$ cat config.mk
export PLATFORM = sky130hd
export DESIGN_NAME = uart_rx
export DESIGN_NICKNAME = d
export VERILOG_FILES = /design/src/rtl/uart_rx.sv
export SDC_FILE = /design/constraint.sdc
export NUM_CORES = 1
export LEC_CHECK = 0
export CORE_MARGIN = 2
export CORE_UTILIZATION = 55
export CTS_BUF_LIST = sky130_fd_sc_hd__clkbuf_8
export DETAILED_ROUTE_END_ITERATION = 16
export PLACE_DENSITY = 0.76
export SYNTH_ARGS = -nofsm -noshare
export SYNTH_HDL_FRONTEND = slang
export SYNTH_SLANG_ARGS = --single-unit
$ cat constraint.sdc
create_clock -name i_Clock -period 2.3 [get_ports i_Clock]
set_input_delay 0.69 -clock i_Clock [delete_from_list [all_inputs] [get_ports i_Clock]]
set_output_delay 0.69 -clock i_Clock [all_outputs]
set_load 0.03 [all_outputs]
$ cat src/rtl/uart_rx.sv
// uart_rx: 8N1 UART receiver, LSB first, oversampled at the system clock.
//
// The raw serial line is brought into the clock domain through a two-stage
// synchronizer. A falling edge while idle starts a frame; the start bit is
// re-checked half a bit later so that short low glitches are rejected. Data
// bits and the stop bit are then sampled once per bit period, at mid-bit.
//
// Optional feature (macro UART_RX_MAJORITY_EN):
//   When defined, every sampling decision uses the 2-of-3 majority of a
//   three-deep history of the synchronized line. A single-clock glitch at a
//   sample point is therefore ignored. Idle edge detection always uses the
//   plain synchronized line. When undefined, no history register exists.
//
// Parameters:
//   CLKS_PER_BIT  system clocks per bit, 8..255
//
// Ports:
//   i_Clock      system clock, rising edge
//   i_Rst_n      asynchronous active-low reset
//   i_RX_Serial  raw serial line, asynchronous, idles high
//   o_RX_DV      one-cycle strobe: o_RX_Byte valid
//   o_RX_Byte    last correctly framed byte, held until the next good byte
//   o_RX_Active  high from accepted start bit until return to idle
//   o_Frame_Err  one-cycle strobe: stop bit sampled low
//
// state         | meaning
// --------------+-----------------------------------------------------
// IDLE          | line idle, waiting for a low level on rx_s
// RX_START_BIT  | counting to mid start bit, then re-checking it
// RX_DATA_BITS  | sampling the eight data bits at mid-bit
// RX_STOP_BIT   | sampling the stop bit, issuing DV or framing error
// CLEANUP       | one cycle to drop o_RX_Active after a good frame
// WAIT_HIGH     | after a framing error, wait for the line to go high

module uart_rx #(
    parameter int CLKS_PER_BIT = 195
) (
    input  logic       i_Clock,
    input  logic       i_Rst_n,
    input  logic       i_RX_Serial,
    output logic       o_RX_DV,
    output logic [7:0] o_RX_Byte,
    output logic       o_RX_Active,
    output logic       o_Frame_Err
);

    localparam logic [7:0] LAST_CNT = 8'(CLKS_PER_BIT - 1);
    localparam logic [7:0] MID_CNT  = 8'((CLKS_PER_BIT - 1) / 2);

    typedef enum logic [2:0] {
        IDLE         = 3'd0,
        RX_START_BIT = 3'd1,
        RX_DATA_BITS = 3'd2,
        RX_STOP_BIT  = 3'd3,
        CLEANUP      = 3'd4,
        WAIT_HIGH    = 3'd5
    } state_t;

    state_t     state;
    logic       rx_meta;
    logic       rx_s;
    logic       rx_samp;
    logic [7:0] count;
    logic [2:0] bit_idx;
    logic [7:0] shift_reg;

    // Two-stage synchronizer; resets to the idle (high) level.
    always_ff @(posedge i_Clock or negedge i_Rst_n) begin
        if (!i_Rst_n) begin
            rx_meta <= 1'b1;
            rx_s    <= 1'b1;
        end else begin
            rx_meta <= i_RX_Serial;
            rx_s    <= rx_meta;
        end
    end

`ifdef UART_RX_MAJORITY_EN
    logic [2:0] history;

    always_ff @(posedge i_Clock or negedge i_Rst_n) begin
        if (!i_Rst_n) begin
            history <= 3'b111;
        end else begin
            history <= {history[1:0], rx_s};
        end
    end

    assign rx_samp = (history[0] & history[1]) |
                     (history[0] & history[2]) |
                     (history[1] & history[2]);
`else
    assign rx_samp = rx_s;
`endif

    always_ff @(posedge i_Clock or negedge i_Rst_n) begin
        if (!i_Rst_n) begin
            state       <= IDLE;
            count       <= 8'd0;
            bit_idx     <= 3'd0;
            shift_reg   <= 8'd0;
            o_RX_DV     <= 1'b0;
            o_RX_Byte   <= 8'd0;
            o_RX_Active <= 1'b0;
            o_Frame_Err <= 1'b0;
        end else begin
            // Strobes default low so each lasts exactly one cycle.
            o_RX_DV     <= 1'b0;
            o_Frame_Err <= 1'b0;

            case (state)
                IDLE: begin
                    count   <= 8'd0;
                    bit_idx <= 3'd0;
                    if (!rx_s) begin
                        state <= RX_START_BIT;
                    end
                end

                RX_START_BIT: begin
                    if (count == MID_CNT) begin
                        count <= 8'd0;
                        if (!rx_samp) begin
                            o_RX_Active <= 1'b1;
                            state       <= RX_DATA_BITS;
                        end else begin
                            state <= IDLE;
                        end
                    end else begin
                        count <= count + 8'd1;
                    end
                end

                RX_DATA_BITS: begin
                    if (count == LAST_CNT) begin
                        count              <= 8'd0;
                        shift_reg[bit_idx] <= rx_samp;
                        if (bit_idx == 3'd7) begin
                            bit_idx <= 3'd0;
                            state   <= RX_STOP_BIT;
                        end else begin
                            bit_idx <= bit_idx + 3'd1;
                        end
                    end else begin
                        count <= count + 8'd1;
                    end
                end

                RX_STOP_BIT: begin
                    if (count == LAST_CNT) begin
                        count <= 8'd0;
                        if (rx_samp) begin
                            o_RX_Byte <= shift_reg;
                            o_RX_DV   <= 1'b1;
                            state     <= CLEANUP;
                        end else begin
                            o_Frame_Err <= 1'b1;
                            state       <= WAIT_HIGH;
                        end
                    end else begin
                        count <= count + 8'd1;
                    end
                end

                // Leaving after one cycle lets the remaining half stop bit
                // pass in IDLE, so a back-to-back start edge is not missed.
                CLEANUP: begin
                    o_RX_Active <= 1'b0;
                    state       <= IDLE;
                end

                // A held-low line (break) stays here, giving one error only.
                WAIT_HIGH: begin
                    if (rx_s) begin
                        o_RX_Active <= 1'b0;
                        state       <= IDLE;
                    end
                end

                default: begin
                    o_RX_Active <= 1'b0;
                    count       <= 8'd0;
                    bit_idx     <= 3'd0;
                    state       <= IDLE;
                end
            endcase
        end
    end

endmodule
==> results of run 1 <==
[worst min-delay path by stage]
stage | from | end | slack [ns] | cells past startpoint
finish | rx_meta | rx_s | 0.36 | 0
global route | rx_meta | rx_s | 0.36 | 0
CTS | rx_meta | rx_s | 0.36 | 0
detailed placement | rx_meta | rx_s | 0.35 | 0
global placement | rx_meta | rx_s | 0.35 | 0
floorplan | rx_meta | rx_s | 0.35 | 0
[metrics by stage]
stage / total power, mW / instance area [µm²]
final: 1.06 / 2040
after global routing: 1.10 / 2040
after CTS: 1.08 / 2040
after detailed placement: 0.653 / 1950
after global placement: 0.652 / 1950
after floorplan: 0.635 / 1750
[where the power goes]
part	internal, mW	switching [mW]
logic	0.00473	0.0134
clock network	0.207	0.214
registers	0.619	0.00316
total	0.830	0.230
[routing by layer]
metal	vias to the layer above	global-route usage, %	share of wire [%]
met1	635	26.5	43
met2	33	36.6	52
met4	0	7.45	1.7
met5	-	0	0
li1	631	-	-
met3	7	5.97	3.6
[cells in the mapped netlist (2+ instances only)]
cell type and instances:
nand3_1 9, and4_1 2, nand2b_1 5, nor4b_1 2, nor2b_1 6, nor2_1 11, clkbuf_1 5, ha_1 5
mux2_2 16, dfrtp_1 33, mux2i_1 2, nand4_1 3, nor3_1 3, dfstp_2 2, a22oi_1 4, inv_1 4
nand2_1 14, o21ai_0 11, a21oi_1 6, a21boi_0 3, and3_1 2, o21a_1 2, o22ai_1 3
[cell type report]
type | count | area share, %
clock buffer | 5 | 3.38
inverter | 4 | 0.737
timing repair buffer | 19 | 8.59
tap | 44 | 2.70
sequential | 35 | 43.1
multi-input combinational | 120 | 40.7
clock inverter | 3 | 0.798
[cell families after synthesis]
logic type      Yosys count
simple gates             64
xor+xnor                  2
flops                    35
compound gates           31
buf+inv                  11
mux                      18
fa+ha+maj                 5
==> results_dict.tcl, run 1 <==
set metrics [dict create \
    rows 20 \
    firstDrtPassIters 4 \
    seqCellArea_um2 878 \
    synth_top_area_cell "dfrtp_1" \
    via_per_inst 5.68 \
    finalSetupViolations 0 \
    grt_pass1_wl_um 5720 \
    path_delay_family "buffers and inverters" \
    rsz0062_at_grt "false" \
    grt_pass1_vias 1268 \
    end_kind "output pin" \
    area_delta_synth_final_pct 16.4 \
    postLayoutCoreUtil_pct 67.3 \
    critPathBufInv 1 \
    ys_top_cells_by_area "dfrtp_1, mux2_2, ha_1" \
    muxShareOfSynthArea_pct 11.4 \
    worstPathMaxFanout 3 \
    fin_crit_ns 2.02 \
    cts_tree "done" \
    clockBufferDepth 2 \
    critPathKind "register to output pin" \
    drv_cap 0 \
    syn_area_mm2 0.00175 \
    antenna_cells 0 \
    tns_ns 0 \
    cp.arrival_ns 1.33 \
    grt_usage_pct 21.5 \
    seq_area_frac_synth_pct 50.2 \
    rrSetupSlack_ns 0.28 \
    final_cell_mix "dfrtp_1, mux2_2, nand2_1, clkdlybuf4s50_1" \
    multi_input_area_um2 830 \
    die_y_um 60.4 \
    synth-seq-cells 35 \
    wl_per_cell_um 14.5 \
    crit_cells 1 \
    portBuffers 13 \
    rr_worst_depth 4 \
    drive_above_1_share_pct 18.8 \
    grt_max_degree 36 \
    cp_slowest_cell "clkdlybuf4s50_1" \
    drc 0 \
    core_mm2 0.00303 \
    gp_congestion 0.887 \
    ctsResizeCount 0 \
    synth_top_family_by_area "simple AND/OR/NAND/NOR gates" \
    synth-simple-area-share_pct 20.6 \
    nets 193 \
    critPathCapture "o_RX_Active" \
    first_iter_violations 61 \
    clk_latency_ns 0.28 \
    synth_area_per_cell_um2 10.5 \
    peakVddDrop_uv 365 \
    relSlewSlack_pct 69.6 \
    synthCells 166 \
    period_share_pct 87.8 \
    max_stage_delay_ns 0.68 \
    cts_buffers 5 \
    fp.dieArea_mm2 0.00365 \
    cp-startpoint "o_RX_Active" \
    grt-ovfl-total 0 \
    path_clk_slew_ns 0.07 \
    ioPinCount 14 \
    synthAdderAreaFrac_pct 3.57 \
    worst-slew-pin-transition_ns 0.455 \
    r2r-end "o_RX_Byte[0]" \
    fin_worst_skew_ns 0.00473 \
    stdcell_count 230 \
    leakage_nw 0.927 \
    hold_viol 0 \
    crit_chain "clkdlybuf4s50_1" \
    dieWidth_um 60.4 \
    dp_hpwl_um 2370 \
    setup_ws_ns 0.281 \
    synth_compound_area_share_pct 10.8 \
    timing.rr.start "count[3]" \
    hold_class "register to register" \
    postCtsSetupRepairBufs 0 \
    clock_sinks 35 \
    antenna_found_initial 0 \
    finalMaxSlewViolations 0 \
    synth_warnings 0 \
    post-place-ws_ns 0.300 \
    num-fill-cells 235 \
    fmax_ghz 0.495 \
    synth_top_area_share_pct 47.2 \
    htreeDepth 2 \
    totalWireLength_um 3340 \
    crit_required_ns 1.61 \
    powerDensity_mw_per_mm2 520 \
    initial_core_util_pct 57.8 \
    status "finished clean" \
    ant_nets 0 \
    syn-num-nets 174 \
    synth_edf_count 0 \
    dp_cells 222 \
    synthArstFlopShare_pct 100 \
    synth_flop_cell "dfrtp_1" \
    via_count 1306 \
    cts-root-buf "clkbuf_8" \
    critPathLaunchType "register" \
    fin_hold_ws_ns 0.357 \
    cts_hold_buf 0 \
    synth_cell_types 36 \
    layout_commonest_cell "dfrtp_1" \
    synth_xor_area_share_pct 1.00 \
]
Note: power is estimated with default switching activity, not from simulation.
==> run 2, diff against run 1 <==
PLACE_DENSITY = 0.74   (was 0.76)
==> run 2 against run 1 <==
  * First-iteration DRC count is 39% lower
  * Critical path depth unchanged
  * Fmax grew 0.22%
  * Register-to-register slack gained 0.04 ns
  * Final cell count did not move
  * Total power increased by 14%
  * Count of clock-buffer cells in the layout grew 1
  * Setup slack improved by 0.0044 ns
  * Sequential share of layout area down 0.68 points
  * Global-route usage is 0.66 points higher
  * Clock power increased by 35%
  * Via count shrank 0.15%
==> results_dict.tcl, run 2 (synthesis results as in run 1) <==
set metrics [dict create \
    dpl-instance-area_mm2 0.00195 \
    core_mm2 0.00303 \
    rows 20 \
    seqCellArea_um2 878 \
    p_seq_share_pct 51.4 \
    switchingPower_uw 235 \
    via_count 1304 \
    cp_slowest_cell "clkdlybuf4s50_1" \
    area_delta_synth_final_pct 18.3 \
    via_per_inst 5.67 \
    comb_power_share_pct 1.5 \
    nets 193 \
    cp.arrival_ns 1.32 \
    grt_pass1_vias 1319 \
    power_mw 1.21 \
    dieWidth_um 60.4 \
    cts_hold_buf 0 \
    antenna_cells 0 \
    finalSetupViolations 0 \
    period_share_pct 87.6 \
    powerDensity_mw_per_mm2 584 \
    drive_above_1_share_pct 19.4 \
    design_area_mm2 0.00207 \
    ioPinCount 14 \
    clk_latency_ns 0.29 \
    leakage_nw 0.943 \
    dp_hpwl_um 2330 \
    clock_power_share_pct 47.0 \
    worstPathMaxFanout 2 \
    fmax_ghz 0.496 \
    grt_usage_pct 22.2 \
    path_clk_slew_ns 0.07 \
    num-fill-cells 249 \
    grt_max_degree 36 \
    postLayoutCoreUtil_pct 68.4 \
    critPathCapture "o_RX_Byte[1]" \
    rr_worst_depth 4 \
    cts_buffers 5 \
    die_y_um 60.4 \
    ant_nets 0 \
    finalMaxSlewViolations 0 \
    critPathKind "register to output pin" \
    timing.rr.start "count[3]" \
    drc 0 \
    peakVddDrop_uv 570 \
    crit_chain "clkdlybuf4s50_1" \
    ctsResizeCount 0 \
    worst-slew-pin-transition_ns 0.492 \
    power.internal_uw 974 \
    layout_commonest_cell "dfrtp_1" \
    portBuffers 13 \
    cts_tree "done" \
    crit_cells 1 \
    drv_cap 0 \
    grt_pass1_wl_um 5900 \
    power_switching_share_pct 19.5 \
    hold_class "register to register" \
    firstDrtPassIters 4 \
    clock_sinks 35 \
    relSlewSlack_pct 66.7 \
    first_iter_violations 37 \
    r2r-end "o_RX_Byte[5]" \
    antenna_found_initial 0 \
    initial_core_util_pct 57.8 \
    cp-startpoint "o_RX_Byte[1]" \
    end_kind "output pin" \
    tns_ns 0 \
    final_cell_mix "dfrtp_1, mux2_2, nand2_1, clkdlybuf4s50_1" \
    gp_congestion 0.850 \
    cts-root-buf "clkbuf_8" \
    wl_per_cell_um 14.5 \
    fin_worst_skew_ns 0.00813 \
    clockBufferDepth 2 \
    fin_crit_ns 2.01 \
    multi_input_area_um2 830 \
    htreeDepth 2 \
    postCtsSetupRepairBufs 0 \
    rsz0062_at_grt "false" \
    hold_viol 0 \
    hold_depth 0 \
    crit_required_ns 1.61 \
    rrSetupSlack_ns 0.32 \
    status "finished clean" \
    max_stage_delay_ns 0.67 \
    path_delay_family "buffers and inverters" \
    totalWireLength_um 3320 \
    critPathLaunchType "register" \
    grt-ovfl-total 0 \
    fp.dieArea_mm2 0.00365 \
    critPathBufInv 1 \
]
-- run 2: how the worst min path moves through the flow --
stage / startpoint / end
3_5_place_dp: rx_meta / rx_s
2_1_floorplan: rx_meta / rx_s
3_3_place_gp: rx_meta / rx_s
6_report: rx_meta / rx_s
5_1_grt: rx_meta / rx_s
4_1_cts: rx_meta / rx_s
-- run 2: per-layer routing --
metal / global-route usage [%] / wire length, µm / vias to the layer above
li1: - / - / 632
met1: 26.1 / 1460 / 644
met2: 37.9 / 1680 / 22
met3: 6.82 / 125 / 6
met4: 9.01 / 50 / 0
met5: 0 / 0 / -
-- run 2: final cells by class --
class | instances | area share, %
inverters | 4 | 0.725
repair buffers | 19 | 8.46
flip-flops and latches | 35 | 42.4
multi-input cells | 120 | 40.1
well taps | 44 | 2.66
clock inverters | 2 | 1.69
clock buffers | 6 | 3.99
-- run 2: per-stage QoR --
step                setup slack (ns)  hold slack, ns  std cells
finish                         0.285           0.357        230
global route                   0.207           0.366        230
CTS                            0.269           0.361        230
detailed placement             0.310           0.351        222
global placement               0.352           0.347        222
floorplan                      0.308           0.345        166
-- run 2: power by group through the flow --
stage          clock network, mW  registers [mW]  logic, mW
5_1_grt                    0.604           0.622     0.0212
3_5_place_dp                   0           0.634     0.0190
6_report                   0.569           0.622     0.0182
4_1_cts                    0.583           0.622     0.0191
2_1_floorplan                  0           0.631    0.00394
3_3_place_gp                   0           0.633     0.0186
==> run 3, diff against run 2 <==
CORE_UTILIZATION = 45   (was 55)
PLACE_DENSITY = 0.62   (was 0.74)
==> run 3 against run 2 <==
  * Die area is 21% higher
  * Total power is 2.4% lower
  * Fmax is 0.16% lower
  * Via count is 2.7% lower
==> results_dict.tcl, run 3 (synthesis results as in run 1) <==
set metrics [dict create \
    seqCellArea_um2 878 \
    grt_usage_pct 17.8 \
    status "finished clean" \
    core_mm2 0.00369 \
    dieWidth_um 66.4 \
    portBuffers 13 \
    ant_nets 0 \
    critPathLaunchType "register" \
    fp.dieArea_mm2 0.00440 \
    grt_util_met1_pct 22.2 \
    wl_per_cell_um 14.1 \
    rr_worst_depth 4 \
    crit_cells 1 \
    grt_pass1_wl_um 5860 \
    firstDrtPassIters 4 \
    critPathBufInv 1 \
    hold_depth 0 \
    layout_commonest_cell "dfrtp_1" \
    comb_power_share_pct 1.5 \
    gp_congestion 0.849 \
    fmax_ghz 0.496 \
    nets 193 \
    initial_core_util_pct 47.5 \
    powerDensity_mw_per_mm2 570 \
    drive_above_1_share_pct 19.4 \
    finalMaxSlewViolations 0 \
    rsz0062_at_grt "false" \
    relSlewSlack_pct 63.9 \
    postCtsSetupRepairBufs 0 \
    ioPinCount 14 \
    end_kind "output pin" \
    via_per_inst 5.42 \
    clockBufferDepth 2 \
    dp_hpwl_um 2370 \
    path_clk_slew_ns 0.07 \
    peakVddDrop_uv 360 \
    busiest_layer "met2" \
    cts_buffers 5 \
    max_stage_delay_ns 0.68 \
    grt-ovfl-total 0 \
    drc 0 \
    rows 22 \
    period_share_pct 87.7 \
    worstPathMaxFanout 3 \
    cts_tree "done" \
    htreeDepth 2 \
    clock_power_share_pct 45.8 \
    finalSetupViolations 0 \
    grt_max_degree 36 \
    totalWireLength_um 3300 \
    leakage_nw 0.940 \
    via_count 1269 \
    tns_ns 0 \
    p_seq_share_pct 52.7 \
    area_delta_synth_final_pct 18.3 \
    grt_util_met3_pct 4.26 \
    power.internal_uw 946 \
    dpl-instance-area_mm2 0.00196 \
    cts_hold_buf 0 \
    grt_pass1_vias 1222 \
    final_cell_mix "dfrtp_1, mux2_2, nand2_1, clkdlybuf4s50_1" \
    first_iter_violations 45 \
    hold_viol 0 \
    hold_class "register to register" \
    crit_required_ns 1.61 \
    ctsResizeCount 0 \
    antenna_cells 0 \
    switchingPower_uw 235 \
    drv_cap 0 \
    cp_slowest_cell "clkdlybuf4s50_1" \
    use_met2_pct 29.3 \
    clock_sinks 35 \
    antenna_found_initial 0 \
    multi_input_area_um2 830 \
    design_area_mm2 0.00207 \
    path_delay_family "buffers and inverters" \
    crit_chain "clkdlybuf4s50_1" \
    clk_latency_ns 0.28 \
    fin_worst_skew_ns 0.00346 \
    power_switching_share_pct 19.9 \
    die_y_um 66.4 \
    worst-slew-pin-transition_ns 0.534 \
    cts-root-buf "clkbuf_8" \
    critPathKind "register to output pin" \
    fin_crit_ns 2.02 \
    num-fill-cells 327 \
    cp.arrival_ns 1.33 \
]
run 3: per-stage QoR:
| step | hold WS (ns) | setup WS [ns] | util (%) | power [mW] | std cells |
|---|---|---|---|---|---|
| floorplan | 0.345 | 0.308 | - | 0.635 | 166 |
| global placement | 0.347 | 0.364 | 53.1 | 0.652 | 226 |
| detailed placement | 0.348 | 0.294 | 53.1 | 0.653 | 226 |
| CTS | 0.358 | 0.272 | 56.1 | 1.20 | 234 |
| global route | 0.360 | 0.218 | 56.1 | 1.23 | 234 |
| finish | 0.356 | 0.282 | 56.1 | 1.18 | 234 |
run 3: power groups by stage:
stage	registers [mW]	clock network [mW]	logic [mW]
final	0.622	0.540	0.0181
after global routing	0.622	0.583	0.0214
after CTS	0.622	0.559	0.0193
after detailed placement	0.634	0	0.0192
after global placement	0.633	0	0.0189
after floorplan	0.631	0	0.00394
run 3: final timing paths:
kind,slack (ns),start,end
hold reg to reg,0.36,rx_meta,rx_s
setup / recovery,0.28,o_RX_Active,o_RX_Active
min in group asynchronous,0.82,i_Rst_n,bit_idx[1]
hold / removal,0.36,rx_meta,rx_s
setup reg to reg,0.30,count[3],o_RX_Byte[6]
max in group asynchronous,1.14,i_Rst_n,rx_s
run 3: routing by layer:
metal / wire [µm] / up-vias
met2: 1720 / 19
li1: - / 628
met5: 0 / -
met4: 17 / 0
met3: 71 / 2
met1: 1500 / 620
run 3: cell type report:
| class | count | area share [%] |
|---|---|---|
| Timing Repair Buffer | 19 | 8.46 |
| Tap cell | 48 | 2.90 |
| Multi-Input combinational cell | 120 | 40.1 |
| Sequential cell | 35 | 42.4 |
| Inverter | 4 | 0.725 |
| Clock buffer | 5 | 3.32 |
| Clock inverter | 3 | 2.11 |
